===== src/rtl/risc_pkg.sv =====
// Shared definitions for the RISC decode stage: sequencer state encoding,
// architectural sizes and the LM/SM opcodes that the decoder also uses.
package risc_pkg;

  localparam int unsigned DATA_W = 16;
  localparam int unsigned NREG   = 8;
  localparam int unsigned RA_W   = 3;

  localparam logic [3:0] OP_LM = 4'b0110;
  localparam logic [3:0] OP_SM = 4'b0111;

  typedef enum logic [1:0] {
    IDLE = 2'd0,
    RUN  = 2'd1,
    DONE = 2'd2
  } stateT;

endpackage


===== src/rtl/lm_sm_sequencer_pri_enc8.sv =====
// Lowest-set-bit priority encoder for an 8-bit register mask.
module pri_enc8 (
  input  logic [7:0] mask,
  output logic [2:0] idx,
  output logic       any
);

  logic found;

  always_comb begin
    idx   = '0;
    found = 1'b0;
    for (int unsigned i = 0; i < 8; i++) begin
      if (mask[i] && !found) begin
        idx   = 3'(i);
        found = 1'b1;
      end
    end
    any = |mask;
  end

endmodule


===== src/rtl/lm_sm_sequencer.sv =====
// LM/SM sequencer: walks the register mask lowest bit first, presenting one
// register/memory operation per cycle and stalling fetch while active.
module lm_sm_sequencer
  import risc_pkg::*;
#(
  parameter int unsigned DATA_W = risc_pkg::DATA_W,
  parameter int unsigned NREG   = risc_pkg::NREG,
  parameter int unsigned RA_W   = risc_pkg::RA_W
) (
  input  logic              clk,
  input  logic              reset,
  input  logic              start,
  input  logic              is_lm,
  input  logic [NREG-1:0]   reg_mask,
  input  logic [DATA_W-1:0] base_addr,
  input  logic              stall_in,
  output logic              busy,
  output logic              stall_fetch,
  output logic              op_valid,
  output logic [RA_W-1:0]   reg_addr,
  output logic [DATA_W-1:0] mem_addr,
  output logic              reg_write,
  output logic              mem_write,
  output logic              done
);

  stateT             state, stateNext;
  logic [NREG-1:0]   maskQ;
  logic [NREG-1:0]   maskRest;
  logic [DATA_W-1:0] addrQ;
  logic              isLmQ;
  logic [2:0]        encIdx;
  logic              encAny;

  pri_enc8 uPriEnc (
    .mask (maskQ),
    .idx  (encIdx),
    .any  (encAny)
  );

  // x & (x-1) drops the lowest set bit, matching the encoder's choice.
  assign maskRest = maskQ & (maskQ - NREG'(1));

  always_ff @(posedge clk or negedge reset) begin
    if (!reset) begin
      state <= IDLE;
      maskQ <= '0;
      addrQ <= '0;
      isLmQ <= 1'b0;
    end else begin
      state <= stateNext;
      if (state == IDLE && start && reg_mask != '0) begin
        maskQ <= reg_mask;
        addrQ <= base_addr;
        isLmQ <= is_lm;
      end else if (state == RUN && !stall_in) begin
        maskQ <= maskRest;
        addrQ <= addrQ + DATA_W'(1);
      end
    end
  end

  always_comb begin
    stateNext = state;
    case (state)
      IDLE: if (start) stateNext = (reg_mask != '0) ? RUN : DONE;
      RUN:  if (!stall_in && maskRest == '0) stateNext = DONE;
      DONE: stateNext = IDLE;
      default: stateNext = IDLE;
    endcase
  end

  always_comb begin
    busy        = (state != IDLE);
    stall_fetch = start || busy;
    op_valid    = (state == RUN) && encAny;
    reg_addr    = op_valid ? RA_W'(encIdx) : '0;
    mem_addr    = op_valid ? addrQ : '0;
    reg_write   = op_valid && isLmQ;
    mem_write   = op_valid && !isLmQ;
    done        = (state == DONE);
  end

endmodule


===== config.mk =====
export PLATFORM = sky130hd
export DESIGN_NAME = lm_sm_sequencer
export DESIGN_NICKNAME = d
export VERILOG_FILES = /design/src/rtl/risc_pkg.sv /design/src/rtl/lm_sm_sequencer_pri_enc8.sv /design/src/rtl/lm_sm_sequencer.sv
export SDC_FILE = /design/constraint.sdc
export NUM_CORES = 1
export LEC_CHECK = 0
export CAP_MARGIN = 20
export CORE_MARGIN = 1.5
export CORE_UTILIZATION = 50
export DETAILED_ROUTE_END_ITERATION = 8
export PLACE_DENSITY_LB_ADDON = 0.05
export SLEW_MARGIN = 5
export SYNTH_ARGS = -nofsm -noshare
export SYNTH_HDL_FRONTEND = slang
export SYNTH_SLANG_ARGS = --single-unit

===== constraint.sdc =====
create_clock -name clk -period 3.99 [get_ports clk]
set_clock_uncertainty 0.2 [all_clocks]
set_input_delay 0.798 -clock clk [delete_from_list [all_inputs] [get_ports clk]]
set_output_delay 0.798 -clock clk [all_outputs]
set_load 0.05 [all_outputs]

==> impl_metrics.env <==
export IMPL_wl_per_cell_microns=15.7
export IMPL_synth_nets=215
export IMPL_syn_area_sq_um=1680
export IMPL_hold_path_class="reg2reg"
export IMPL_ys_warn_count=0
export IMPL_r2r_cells=5
export IMPL_final_cell_area_sq_um=2280
export IMPL_synth_edf_count=0
export IMPL_tns_ns=0
export IMPL_routabilityCongestion=0.835
export IMPL_async_flop_share_pct=100
export IMPL_routed_wl_microns=4390
export IMPL_synth_cell_types=49
export IMPL_grt_pass1_wl_microns=7340
export IMPL_grt_use_total_pct=25.9
export IMPL_synth_seq_cells=27
export IMPL_holdPathStages=2
export IMPL_hold_viol=0
export IMPL_firstDrtPassIters=4
export IMPL_period_minus_slack_ns=3.82
export IMPL_worstSetupStartpoint="maskQ[0]"
export IMPL_ant_nets=0
export IMPL_fillers=229
export IMPL_setup_viol=0
export IMPL_io_pins=54
export IMPL_die_area_sq_um=3710
export IMPL_power_density_nw_per_um2=984
export IMPL_htree_levels=1
export IMPL_fin_hold_ws_ns=0.336
export IMPL_cts_root_buf="clkbuf_4"
export IMPL_synth_seq_area_share_pct=40.3
export IMPL_clock_fmax_mhz=262
export IMPL_clock_sinks=27
export IMPL_nets=267
export IMPL_cts_made_buffers=3
export IMPL_irDropWorstVdd_v=0.000569
export IMPL_crit_fanout=21
export IMPL_period_share_pct=95.7
export IMPL_regArea_sq_um=676
export IMPL_drt_vias_per_instance=5.94
export IMPL_grt_pass1_vias=1677
export IMPL_min_from="isLmQ"
export IMPL_vias=1664
export IMPL_multiInputGateArea_sq_um=961
export IMPL_tritoncts="yes"
export IMPL_drv_cap=0
export IMPL_port_buffers=53
export IMPL_cp_end_kind="output pin"
export IMPL_synth_ff_type="dfrtp_1"
export IMPL_n_antenna_cell=0
export IMPL_finish_utilization_pct=72.8
export IMPL_r2r_start="state[1]"
export IMPL_drive_above_1_share_pct=8.90
export IMPL_slew_limit_headroom_pct=49.1
export IMPL_drt_iter0_drc=61
export IMPL_cp_required_ns=2.99
export IMPL_rsz0062_at_grt="false"
export IMPL_remaining_drc_errors=0
export IMPL_clk_pin_slew_worst_paths_ns=0.15
export IMPL_gr_total_overflow=0
export IMPL_dp_hpwl_microns=3140
export IMPL_placed_area_sq_um=2240
export IMPL_layout_commonest_cell="clkdlybuf4s50_1"
export IMPL_clk_latency_ns=0.32
export IMPL_layout_common_cells="clkdlybuf4s50_1 (51), dfrtp_1 (27), nand2_1 (22)"
export IMPL_arrival_ns=2.82
export IMPL_syn_area_per_cell_sq_um=9.07
export IMPL_crit_type="reg2out"
export IMPL_die_x_microns=60.9
export IMPL_status="completed"
export IMPL_finalMaxSlewViolations=0
export IMPL_syn_to_final_growth_pct=35.7
export IMPL_grt_start_max_net_pins=28
export IMPL_core_sq_um=3130
export IMPL_ctsHoldBuffers=0
export IMPL_start_util_pct=53.6
export IMPL_p_leak_nw=0.905
export IMPL_rows=20
export IMPL_worst_setup_path_start_kind="register"
export IMPL_clock_path_buffers=2
export IMPL_die_y_microns=60.9
export IMPL_syn_inst=185
export IMPL_worstMarginPinSlew_ns=0.763
export IMPL_antenna_found_initial=0
worst max-delay path, stage by stage (launching register included):
cell and delay (ns):
dfrtp_1 0.47, or4_4 0.61, nor3_4 0.22, a21oi_2 0.25, and2_1 0.24, clkdlybuf4s50_1 0.70
cell type report:
cell class / count / area share [%]
multi-input combinational: 147 / 42.2
sequential: 27 / 29.7
timing repair buffer: 56 / 24.1
tap: 44 / 2.42
clock buffer: 3 / 0.989
clock inverter: 1 / 0.330
inverter: 2 / 0.330
path summary, 6_finish.rpt:
kind                                     to  slack (ns)
worst min-delay path                  isLmQ        0.34
worst max-delay path            mem_addr[1]        0.17
min in group asynchronous          addrQ[1]        0.63
worst max register to register     addrQ[0]        1.56
worst min register to register        isLmQ        0.34
max in group asynchronous          addrQ[5]        2.70
per-layer routing:
metal	global-route usage (%)	wire, microns
met5	0	0
met4	7.45	19
met3	2.99	226
met2	47.3	2310
met1	32.0	1830
cell usage after synthesis (2+ instances only):
| master | instances | area (sq um) |
|---|---|---|
| nand3_1 | 6 | 30.0 |
| a31oi_1 | 3 | 18.8 |
| o31a_1 | 2 | 17.5 |
| inv_1 | 2 | 7.51 |
| a21oi_1 | 3 | 15.0 |
| and2_1 | 18 | 113 |
| nor2_1 | 10 | 37.5 |
| a32o_1 | 2 | 20.0 |
| nor3_1 | 4 | 20.0 |
| nand2_1 | 22 | 82.6 |
| a22o_1 | 3 | 26.3 |
| o311ai_0 | 2 | 17.5 |
| o21ai_0 | 15 | 75.1 |
| a211oi_1 | 4 | 30.0 |
| nor4_1 | 2 | 12.5 |
| mux2i_1 | 2 | 20.0 |
| and3_1 | 6 | 37.5 |
| dfrtp_1 | 27 | 676 |
| xor2_1 | 4 | 35.0 |
| maj3_1 | 2 | 20.0 |
| or2_2 | 2 | 12.5 |
| nand4_1 | 3 | 18.8 |
| or3_1 | 5 | 31.3 |
| buf_2 | 3 | 15.0 |
| nor2b_1 | 2 | 12.5 |
| clkbuf_1 | 6 | 22.5 |
| o211ai_1 | 3 | 22.5 |
registers in the layout, indices dropped and copies added (netlist names):
register and flops:
state 2, maskQ 8, isLmQ 1, addrQ 16
repair_timing:
| item | 4_1_cts | 5_1_grt |
|---|---|---|
| endpoints found under the hold margin | 0 | 0 |
| gates resized for setup | 1 | 0 |
| setup buffers | 0 | 0 |
| setup endpoints to repair | 19 | 0 |
report_power, final:
group          leakage, nW  internal [mW]  switching, mW
Sequential           0.327          0.402          0.168
Combinational        0.564          0.568          0.980
Clock               0.0139         0.0382         0.0854
Total                0.905           1.01           1.23
cells by family after synthesis:
family | after synthesis | share of synthesized area (%)
and+or+nand+nor | 90 | 30.9
AOI/OAI and AO/OA | 48 | 20.9
DFF | 27 | 40.3
buffers and inverters | 11 | 2.68
xor gates and xnor gates | 4 | 2.09
adders and majority gates | 3 | 1.94
muxes | 2 | 1.19
per-stage QoR:
stage	power, mW	cells	setup WS (ns)
final	2.24	280	0.173
after global routing	2.38	280	0.0290
after CTS	2.25	280	0.171
after detailed placement	2.11	276	0.192
after global placement	2.07	276	0.367
after floorplan	1.64	185	0.658
(Power assumes the default switching activity.)
